`config.mk`:
```
export PLATFORM = sky130hd
export DESIGN_NAME = ascon_core_arbiter_flat
export DESIGN_NICKNAME = d
export VERILOG_FILES = /design/src/rtl/ascon_core_arbiter_pkg.sv /design/src/rtl/ascon_core_arbiter_if.sv /design/src/rtl/ascon_core_arbiter_rr_picker.sv /design/src/rtl/ascon_core_arbiter.sv /design/src/flat_wrapper.sv
export SDC_FILE = /design/constraint.sdc
export NUM_CORES = 1
export LEC_CHECK = 0
export CORE_AREA = 2 2 534 536
export CTS_CLUSTER_DIAMETER = 120
export DETAILED_ROUTE_END_ITERATION = 7
export DIE_AREA = 0 0 536 538
export HOLD_SLACK_MARGIN = 0.1
export SYNTH_ARGS = -nofsm -noshare
export SYNTH_HDL_FRONTEND = slang
export SYNTH_SLANG_ARGS = --single-unit
export TNS_END_PERCENT = 20
```
`constraint.sdc`:
```
create_clock -name clock_i -period 4.6 [get_ports clock_i]
set_clock_uncertainty 0.15 [all_clocks]
set_input_delay 0.92 -clock clock_i [delete_from_list [all_inputs] [get_ports clock_i]]
set_output_delay 0.92 -clock clock_i [all_outputs]
set_load 0.01 [all_outputs]
```
`src/rtl/ascon_core_arbiter_pkg.sv`:
```
// Shared types and widths for the Ascon core arbiter and its helpers.
// Holds the arbiter state encoding and the saturating block-count helper.
package ascon_core_arbiter_pkg;

   localparam int KEY_W   = 128;
   localparam int NONCE_W = 128;
   localparam int DATA_W  = 64;
   localparam int TAG_W   = 128;
   localparam int BLK_W   = 4;

   typedef enum logic [2:0] {
      ST_IDLE   = 3'd0,
      ST_LAUNCH = 3'd1,
      ST_RUN    = 3'd2,
      ST_DONE   = 3'd3,
      ST_ABORT  = 3'd4
   } arb_state_e;

   // Block counter sticks at all-ones so a runaway core cannot wrap it back to N_BLOCKS.
   function automatic logic [BLK_W-1:0] blk_sat_inc(input logic [BLK_W-1:0] v);
      logic [BLK_W-1:0] r;
      if (v == {BLK_W{1'b1}}) begin
         r = v;
      end else begin
         r = v + BLK_W'(1);
      end
      return r;
   endfunction

endpackage

```
`src/rtl/ascon_core_arbiter_if.sv`:
```
// Bus between the arbiter (master) and the shared Ascon core (slave).
interface ascon_core_arbiter_if;
   import ascon_core_arbiter_pkg::*;

   logic                 core_resetb_o;
   logic                 core_start_o;
   logic                 core_data_valid_o;
   logic [DATA_W-1:0]    core_data_o;
   logic [KEY_W-1:0]     core_key_o;
   logic [NONCE_W-1:0]   core_nonce_o;
   logic                 core_cipher_valid_i;
   logic                 core_end_i;
   logic [DATA_W-1:0]    core_cipher_i;
   logic [TAG_W-1:0]     core_tag_i;

   modport master (
      output core_resetb_o, core_start_o, core_data_valid_o, core_data_o,
             core_key_o, core_nonce_o,
      input  core_cipher_valid_i, core_end_i, core_cipher_i, core_tag_i
   );

   modport slave (
      input  core_resetb_o, core_start_o, core_data_valid_o, core_data_o,
             core_key_o, core_nonce_o,
      output core_cipher_valid_i, core_end_i, core_cipher_i, core_tag_i
   );

endinterface

```
`src/rtl/ascon_core_arbiter_rr_picker.sv`:
```
// Combinational round-robin select: first requester at or after ptr, wrapping.
module rr_picker #(
   parameter int N  = 2,
   parameter int PW = (N > 1) ? $clog2(N) : 1
) (
   input  logic [N-1:0]  req,
   input  logic [PW-1:0] ptr,
   output logic [N-1:0]  gnt,
   output logic [PW-1:0] idx
);

   // Scan from the pointer; the found flag keeps the earliest hit.
   always_comb begin
      logic        found_s;
      logic [PW-1:0] cand_s;
      gnt     = '0;
      idx     = '0;
      found_s = 1'b0;
      for (int i = 0; i < N; i++) begin
         cand_s = PW'((int'(ptr) + i) % N);
         if (!found_s && req[cand_s]) begin
            found_s     = 1'b1;
            gnt[cand_s] = 1'b1;
            idx         = cand_s;
         end else begin
            found_s = found_s;
         end
      end
   end

endmodule

```
`src/rtl/ascon_core_arbiter.sv`:
```
// Round-robin owner of one Ascon core: latches key/nonce per grant, routes data,
// cipher and tag, and resets the core when its watchdog expires.
module ascon_core_arbiter
   import ascon_core_arbiter_pkg::*;
#(
   parameter int NUM_REQ  = 2,
   parameter int N_BLOCKS = 4,
   parameter int TIMEOUT  = 255
) (
   input  logic                     clock_i,
   input  logic                     reset_i,
   input  logic [NUM_REQ-1:0]       req_i,
   input  logic [NUM_REQ*KEY_W-1:0] key_i,
   input  logic [NUM_REQ*NONCE_W-1:0] nonce_i,
   input  logic [NUM_REQ*DATA_W-1:0] data_i,
   input  logic [NUM_REQ-1:0]       data_valid_i,
   output logic [NUM_REQ-1:0]       grant_o,
   output logic [NUM_REQ-1:0]       cipher_valid_o,
   output logic [DATA_W-1:0]        cipher_o,
   output logic [TAG_W-1:0]         tag_o,
   output logic [NUM_REQ-1:0]       done_o,
   output logic [NUM_REQ-1:0]       err_o,
   ascon_core_arbiter_if.master     core_if
);

   localparam int PTR_W = (NUM_REQ > 1) ? $clog2(NUM_REQ) : 1;
   localparam int WD_W  = $clog2(TIMEOUT + 1);

   arb_state_e          state_r, state_s;
   logic [NUM_REQ-1:0]  grant_r, grant_s;
   logic [PTR_W-1:0]    gidx_r, gidx_s;
   logic [PTR_W-1:0]    ptr_r, ptr_s;
   logic [KEY_W-1:0]    key_r, key_s;
   logic [NONCE_W-1:0]  nonce_r, nonce_s;
   logic [TAG_W-1:0]    tag_r, tag_s;
   logic [WD_W-1:0]     wd_r, wd_s;
   logic [BLK_W-1:0]    blk_r, blk_s;
   logic                abort_last_r, abort_last_s;
   logic [NUM_REQ-1:0]  pick_gnt_s;
   logic [PTR_W-1:0]    pick_idx_s;
   logic [PTR_W-1:0]    ptr_after_s;

   rr_picker #(.N(NUM_REQ), .PW(PTR_W)) u_picker (
      .req (req_i),
      .ptr (ptr_r),
      .gnt (pick_gnt_s),
      .idx (pick_idx_s)
   );

   assign ptr_after_s = (gidx_r == PTR_W'(NUM_REQ - 1)) ? '0 : gidx_r + PTR_W'(1);

   // State register and all per-transaction context.
   always_ff @(posedge clock_i) begin
      if (reset_i) begin
         state_r      <= ST_IDLE;
         grant_r      <= '0;
         gidx_r       <= '0;
         ptr_r        <= '0;
         key_r        <= '0;
         nonce_r      <= '0;
         tag_r        <= '0;
         wd_r         <= '0;
         blk_r        <= '0;
         abort_last_r <= 1'b0;
      end else begin
         state_r      <= state_s;
         grant_r      <= grant_s;
         gidx_r       <= gidx_s;
         ptr_r        <= ptr_s;
         key_r        <= key_s;
         nonce_r      <= nonce_s;
         tag_r        <= tag_s;
         wd_r         <= wd_s;
         blk_r        <= blk_s;
         abort_last_r <= abort_last_s;
      end
   end

   // Next-state logic; end-of-run has priority over watchdog expiry.
   always_comb begin
      state_s      = state_r;
      grant_s      = grant_r;
      gidx_s       = gidx_r;
      ptr_s        = ptr_r;
      key_s        = key_r;
      nonce_s      = nonce_r;
      tag_s        = tag_r;
      wd_s         = wd_r;
      blk_s        = blk_r;
      abort_last_s = 1'b0;
      case (state_r)
         ST_IDLE: begin
            if (|req_i) begin
               state_s = ST_LAUNCH;
               grant_s = pick_gnt_s;
               gidx_s  = pick_idx_s;
               key_s   = key_i[int'(pick_idx_s)*KEY_W +: KEY_W];
               nonce_s = nonce_i[int'(pick_idx_s)*NONCE_W +: NONCE_W];
            end else begin
               grant_s = '0;
            end
         end
         ST_LAUNCH: begin
            wd_s    = '0;
            blk_s   = '0;
            state_s = ST_RUN;
         end
         ST_RUN: begin
            wd_s = wd_r + WD_W'(1);
            if (core_if.core_cipher_valid_i) begin
               blk_s = blk_sat_inc(blk_r);
            end else begin
               blk_s = blk_r;
            end
            if (core_if.core_end_i) begin
               tag_s   = core_if.core_tag_i;
               state_s = ST_DONE;
            end else if (wd_s == WD_W'(TIMEOUT)) begin
               state_s = ST_ABORT;
            end else begin
               state_s = ST_RUN;
            end
         end
         ST_DONE: begin
            ptr_s   = ptr_after_s;
            grant_s = '0;
            state_s = ST_IDLE;
         end
         ST_ABORT: begin
            if (!abort_last_r) begin
               abort_last_s = 1'b1;
            end else begin
               ptr_s   = ptr_after_s;
               grant_s = '0;
               state_s = ST_IDLE;
            end
         end
         default: begin
            grant_s = '0;
            state_s = ST_IDLE;
         end
      endcase
   end

   // Client/core routing and status pulses, decoded from the registered state.
   always_comb begin
      cipher_valid_o            = '0;
      core_if.core_data_valid_o = 1'b0;
      core_if.core_data_o       = '0;
      done_o                    = '0;
      err_o                     = '0;
      if (state_r == ST_RUN) begin
         core_if.core_data_o       = data_i[int'(gidx_r)*DATA_W +: DATA_W];
         core_if.core_data_valid_o = data_valid_i[gidx_r];
         if (core_if.core_cipher_valid_i) begin
            cipher_valid_o = grant_r;
         end else begin
            cipher_valid_o = '0;
         end
      end else if (state_r == ST_DONE) begin
         done_o = grant_r;
         if (blk_r != BLK_W'(N_BLOCKS)) begin
            err_o = grant_r;
         end else begin
            err_o = '0;
         end
      end else if ((state_r == ST_ABORT) && !abort_last_r) begin
         err_o = grant_r;
      end else begin
         done_o = '0;
      end
   end

   assign grant_o               = grant_r;
   assign cipher_o              = core_if.core_cipher_i;
   assign tag_o                 = tag_r;
   assign core_if.core_key_o    = key_r;
   assign core_if.core_nonce_o  = nonce_r;
   assign core_if.core_start_o  = (state_r == ST_LAUNCH);
   assign core_if.core_resetb_o = !(reset_i || (state_r == ST_ABORT));

endmodule
```
`src/flat_wrapper.sv`:
```
// flat-port wrapper written by rule: the top's interface ports become plain ports
module ascon_core_arbiter_flat import ascon_core_arbiter_pkg::*;
#(
   parameter int NUM_REQ  = 2,
   parameter int N_BLOCKS = 4,
   parameter int TIMEOUT  = 255
)
  (clock_i, reset_i, req_i, key_i, nonce_i, data_i, data_valid_i, grant_o, cipher_valid_o, cipher_o, tag_o, done_o, err_o, core_if_core_resetb_o, core_if_core_start_o, core_if_core_data_valid_o, core_if_core_data_o, core_if_core_key_o, core_if_core_nonce_o, core_if_core_cipher_valid_i, core_if_core_end_i, core_if_core_cipher_i, core_if_core_tag_i);
  ascon_core_arbiter_if core_if_i ();
  input  logic clock_i;
  input  logic reset_i;
  input  logic [NUM_REQ-1:0] req_i;
  input  logic [NUM_REQ*KEY_W-1:0] key_i;
  input  logic [NUM_REQ*NONCE_W-1:0] nonce_i;
  input  logic [NUM_REQ*DATA_W-1:0] data_i;
  input  logic [NUM_REQ-1:0] data_valid_i;
  output logic [NUM_REQ-1:0] grant_o;
  output logic [NUM_REQ-1:0] cipher_valid_o;
  output logic [DATA_W-1:0] cipher_o;
  output logic [TAG_W-1:0] tag_o;
  output logic [NUM_REQ-1:0] done_o;
  output logic [NUM_REQ-1:0] err_o;
  output wire logic [$bits(core_if_i.core_resetb_o)-1:0] core_if_core_resetb_o;
  output wire logic [$bits(core_if_i.core_start_o)-1:0] core_if_core_start_o;
  output wire logic [$bits(core_if_i.core_data_valid_o)-1:0] core_if_core_data_valid_o;
  output wire logic [$bits(core_if_i.core_data_o)-1:0] core_if_core_data_o;
  output wire logic [$bits(core_if_i.core_key_o)-1:0] core_if_core_key_o;
  output wire logic [$bits(core_if_i.core_nonce_o)-1:0] core_if_core_nonce_o;
  input wire logic [$bits(core_if_i.core_cipher_valid_i)-1:0] core_if_core_cipher_valid_i;
  input wire logic [$bits(core_if_i.core_end_i)-1:0] core_if_core_end_i;
  input wire logic [$bits(core_if_i.core_cipher_i)-1:0] core_if_core_cipher_i;
  input wire logic [$bits(core_if_i.core_tag_i)-1:0] core_if_core_tag_i;
  assign core_if_core_resetb_o = core_if_i.core_resetb_o;
  assign core_if_core_start_o = core_if_i.core_start_o;
  assign core_if_core_data_valid_o = core_if_i.core_data_valid_o;
  assign core_if_core_data_o = core_if_i.core_data_o;
  assign core_if_core_key_o = core_if_i.core_key_o;
  assign core_if_core_nonce_o = core_if_i.core_nonce_o;
  assign core_if_i.core_cipher_valid_i = core_if_core_cipher_valid_i;
  assign core_if_i.core_end_i = core_if_core_end_i;
  assign core_if_i.core_cipher_i = core_if_core_cipher_i;
  assign core_if_i.core_tag_i = core_if_core_tag_i;
  ascon_core_arbiter #(.NUM_REQ(NUM_REQ), .N_BLOCKS(N_BLOCKS), .TIMEOUT(TIMEOUT)) u_core (.clock_i(clock_i), .reset_i(reset_i), .req_i(req_i), .key_i(key_i), .nonce_i(nonce_i), .data_i(data_i), .data_valid_i(data_valid_i), .grant_o(grant_o), .cipher_valid_o(cipher_valid_o), .cipher_o(cipher_o), .tag_o(tag_o), .done_o(done_o), .err_o(err_o), .core_if(core_if_i));
endmodule
```
After elaboration in Yosys (flattened, before gate mapping) --
Cells that the tools add are included.
Storage, ports and cells: bits in registers 404
Cells by class: add/subtract/negate cells 4, order comparisons 5, eq/ne operators 11, shift operators 3, multiplexer cells 41, bitwise operators 3, reduce and logical (&&, ||, !) cells 20
Operators by type and width (count):
- indexed part select 256 x 9 -> 128 bit | 2
- indexed part select 128 x 8 -> 64 bit | 1
- two-way mux 64 bit | 1
- two-way mux 2 bit | 12
- case mux 8 bit (2 select lines) | 1
- two-way mux 1 bit | 15
- two-way mux 3 bit | 4
- case mux 3 bit (4 select lines) | 1
- AND reduction 2 bit | 5
- adder 8 x 1 -> 8 bit (second input constant) | 1
- equality test 8 bit (second input constant) | 1
- two-way mux 4 bit | 2
- case mux 4 bit (2 select lines) | 1
- equality test 3 x 2 -> 1 bit (second input constant) | 2
- less-than comparator 1 x 2 -> 1 bit (second input constant) | 3
- case mux 2 bit (3 select lines) | 1
- OR reduction 2 bit | 3
- adder 4 x 1 -> 4 bit (second input constant) | 1
- equality test 4 bit (second input constant) | 1
- logical AND 1 bit | 4
- inequality test 2 x 1 -> 1 bit (second input constant) | 2
- inequality test 2 bit (second input constant) | 2
- inequality test 4 x 3 -> 1 bit (second input constant) | 1
- nonzero test 2 bit | 2
- 12 further kinds | 18

Longest topological paths before layout --
depth after elaboration 9, mapped depth 8

Hierarchy --
Synthesis repeated with hierarchy kept, for this count alone.
Unflattened totals: cells, all modules 2044, area, all modules 18123.6 µm²
By module, submodules not included:
- ascon_core_arbiter | instances 1, cells each 2040, area each 18093.6 µm²
- rr_picker | instances 1, cells each 4, area each 30.0 µm²

Worst setup path before layout --
OpenSTA, ideal clock, no wires.
path kind input -> output, start point in reset_i, end point out core_if_core_resetb_o, arrival time 1.802 ns, data required time 3.530 ns, path slack 1.728 ns, stages on the path 4, buffers on the path 3, path through clkbuf_1 > clkbuf_1 > clkbuf_1 > a21oi_1
Between the ends: longest elaborated chain between the ends 2
Ends and longest elaborated chain:
- start, declared | RTL line flat_wrapper.sv:11 | input logic reset_i;
- logical OR 1 bit | RTL line ascon_core_arbiter.sv:180 | assign core_if.core_resetb_o = !(reset_i || (state_r == ST_ABORT));
- zero test 1 bit | RTL line ascon_core_arbiter.sv:180
- end, declared | RTL line flat_wrapper.sv:23 | output wire logic [$bits(core_if_i.core_resetb_o)-1:0] core_if_core_resetb_o;
No other way between the ends.

Final worst setup path --
start point reg u_core.state_r[2], end point out err_o[1]
Between the ends: longest elaborated chain between the ends 5
Ends and longest elaborated chain:
- start, declared | RTL line ascon_core_arbiter.sv:29 | arb_state_e state_r, state_s;
- start signal, assigned | RTL line ascon_core_arbiter.sv:66 | state_r <= state_s;
- equality test 3 bit | RTL line ascon_core_arbiter.sv:167 | end else if ((state_r == ST_ABORT) && !abort_last_r) begin
- logical AND 1 bit | RTL line ascon_core_arbiter.sv:167
- two-way mux 2 bit | RTL line ascon_core_arbiter.sv:167
- two-way mux 2 bit | RTL line ascon_core_arbiter.sv:160 | end else if (state_r == ST_DONE) begin
- two-way mux 2 bit (*) | RTL line ascon_core_arbiter.sv:152 | if (state_r == ST_RUN) begin
- end, declared | RTL line flat_wrapper.sv:22 | output logic [NUM_REQ-1:0] err_o;
Every way passes the cells marked *; elsewhere a longest branch is shown, timed or not.

==> summary.md <==
| Metric | Value |
|---|---|
| Via count | `21000` |
| Vias/cell | `2.99` |
| Hold Buf Count CTS | `0` |
| Register bit total from synthesis | `404` |
| DP HPWL | `165000 um` |
| Worst slew pin tran | `961 ps` |
| Yosys warnings | `0` |
| Unrepaired setup endpoints after global routing | `no` |
| Yosys cell types | `45` |
| Asr flop ratio synth | `0%` |
| Top cells by area, synth | `dfxtp_1 42%, mux2i_1 17%, a211oi_2 13%` |
| DRC | `0` |
| Area grow syn2layout | `95.2%` |
| Fillers | `32100` |
| DR iter-0 viols | `985` |
| Post-synth top area share | `42.0%` |
| Initial Utilization | `6.80%` |
| Sequential-to-total area share from yosys stat | `42.0%` |
| Gr ovfl total | `0` |
| Final wirelength | `187000 um` |
| Peak supply drop | `0.000302 V` |
| Post-layout util | `13.3%` |
| Max-Cap Viols | `0` |
| Post-route ant nets | `0` |
| Met1 WL | `63300 um` |
| Port Buffer Count | `1234` |
| Gpl congestion | `0.915` |
| Drt first pass iters | `5` |
| Avg Inst Size Synth | `9.34 um2` |
| Pin count of the biggest net entering global routing | `117` |
| Synth cell count leaders | `404 x dfxtp_1, 331 x nor2_1, 323 x mux2i_1, 273 x nand2_1, 204 x a211oi_2` |
| Wire length per cell | `26.6 um` |
| Total setup buffers inserted after CTS | `0` |
| DIE HEIGHT | `538 um` |
| Final slew viol count | `0` |
| Cell Area, Synth | `19200 um2` |
| Syn Nets | `2904` |
| Status | `finished clean` |
| Max Used Layer | `met5` |
| CTS H-tree depth | `2` |
| Total chip power | `13.1 mW` |
| Die area | `288000 um2` |
| CTS buffer count | `57` |
| Worst Setup Start Kind | `flip-flop` |
| I/O pin cnt | `1363` |
| Metal2 WL | `83000 um` |
| Final setup TNS | `0 ps` |
| Arr. time, crit path | `3180 ps` |
| TritonCTS clock tree | `built` |
| Final worst-path cycle share | `92.4%` |
| Tot GR Track Use | `12.3%` |
| Top FF cell, synth | `dfxtp_1` |
| Root Driver | `clkbuf_16` |
| Initial antenna violation count | `230` |
| Final hold vios | `0` |
| Width of the chip | `536 um` |
| Worst Path Class, Setup | `reg2out` |
| DR WL met3 | `30100 um` |
| Post-synth EDFFs | `0` |
| WP data required | `3530 ps` |
| Crit-path max FO | `20` |
| Post-cts resize count | `0` |
| Pleak | `13.1 nW` |
| Worst min-delay path category | `reg2reg` |
| Total clock sinks | `404` |
| Share of cells above drive strength 1 | `11.3%` |
| Vias in the first global route | `20200` |
| Synth area leader | `dfxtp_1` |
| Achievable clock frequency | `235 MHz` |
| CTS max path bufs | `3` |
| Final nets | `3993` |
| Power Density | `348 nW/um2` |
| CTS clock-pin slew for the worst setup and hold paths | `60 ps` |
| Cells after Synth | `2060` |
| Final setup violation count | `0` |
| Num rows | `196` |
| Core area | `283000 um2` |
| Final Critical Period | `4250 ps` |
| First-pass GRT wire length | `225000 um` |
| Clock latency on the worst-skew pair | `750 ps` |
| Most common cell in the synthesized netlist | `dfxtp_1` |
| CP Capture Type | `output port` |
| Slew headroom | `35.9%` |
## cell families after synthesis
kind of cell / synth area share [%]
muxes: 16.8
and+or+nand+nor: 13.2
AOI/OAI and AO/OA: 20.1
buffers and inverters: 7.43
xor gates and xnor gates: 0.182
adders and majority gates: 0.260
DFF: 42.0
## state kept, by name (all words and copies together) (netlist names)
signal,flops
u_core.abort_last_r,1
u_core.blk_r,4
u_core.core_if.core_key_o,128
u_core.core_if.core_nonce_o,128
u_core.gidx_r,1
u_core.grant_o,2
u_core.ptr_r,1
u_core.state_r,3
u_core.tag_o,128
u_core.wd_r,8
## cell usage in the layout, fill, tap and decap left out, types with 3 or more instances in the layout
master           instances
clkdlybuf4s50_1       1228
inv_1                    6
inv_8                    3
clkbuf_16               57
o21ai_0                  9
nor2b_1                  3
nand3b_1                 4
a31oi_1                  3
nor2_1                 331
inv_6                    5
a211oi_2               204
xnor2_1                  3
or3_1                    4
dfxtp_1                403
buf_4                   35
a211oi_1                53
o31ai_1                  4
bufinv_16                7
diode_2                 76
and3_1                   5
clkbuf_1                 8
buf_12                  12
nand2_1                271
clkbuf_8                 6
nand3_1                  4
mux2i_1                323
a21oi_1                147
clkinv_16                3
clkinv_2                11
ha_1                     4
## critical path, cell delays in order, from the launching register on
cell and delay, ps:
dfxtp_1 750, nor4b_1 640, buf_4 270, a21oi_1 70, nor2b_1 140, clkdlybuf4s50_1 550
## power by group
| part | internal (mW) | leakage, nW | switching (mW) |
|---|---|---|---|
| logic | 1.96 | 8.81 | 2.08 |
| clock network | 2.79 | 0.981 | 2.02 |
| registers | 3.92 | 3.33 | 0.310 |
## path summary, 6_finish.rpt
path,start,endpoint,slack [ps],cells past startpoint
setup reg to reg,u_core.state_r[1],u_core.tag_o[65],1480,5
hold reg to reg,u_core.tag_o[58],u_core.tag_o[58],300,2
hold / removal,u_core.tag_o[58],u_core.tag_o[58],300,2
setup / recovery,u_core.state_r[2],err_o[1],350,5
## stage by stage
step	hold slack [ps]	setup slack [ps]	cell area [um2]	std cells
global route	323	130	37500	7002
floorplan	312	1730	19200	2060
finish	302	352	37600	7031
CTS	307	216	37400	6955
global placement	292	715	35400	6852
detailed placement	298	720	35400	6852
## metal layers
metal / global-route usage (%) / up-vias
met1: 12.0 / 9522
li1: - / 9382
met2: 19.5 / 1392
met5: 0 / -
met4: 5.80 / 170
met3: 8.72 / 543
## cell type report
class | count | area [um2] | area share (%)
Timing Repair Buffer | 1276 | 12800 | 34.1
Multi-Input combinational cell | 1404 | 9760 | 26.0
Sequential cell | 404 | 8090 | 21.5
Tap cell | 3762 | 4710 | 12.5
Clock buffer | 71 | 1540 | 4.10
Clock inverter | 32 | 458 | 1.22
Antenna cell | 76 | 190 | 0.506
Inverter | 6 | 22.5 | 0.0599
No activity file was read; power rests on OpenSTA's default activity.
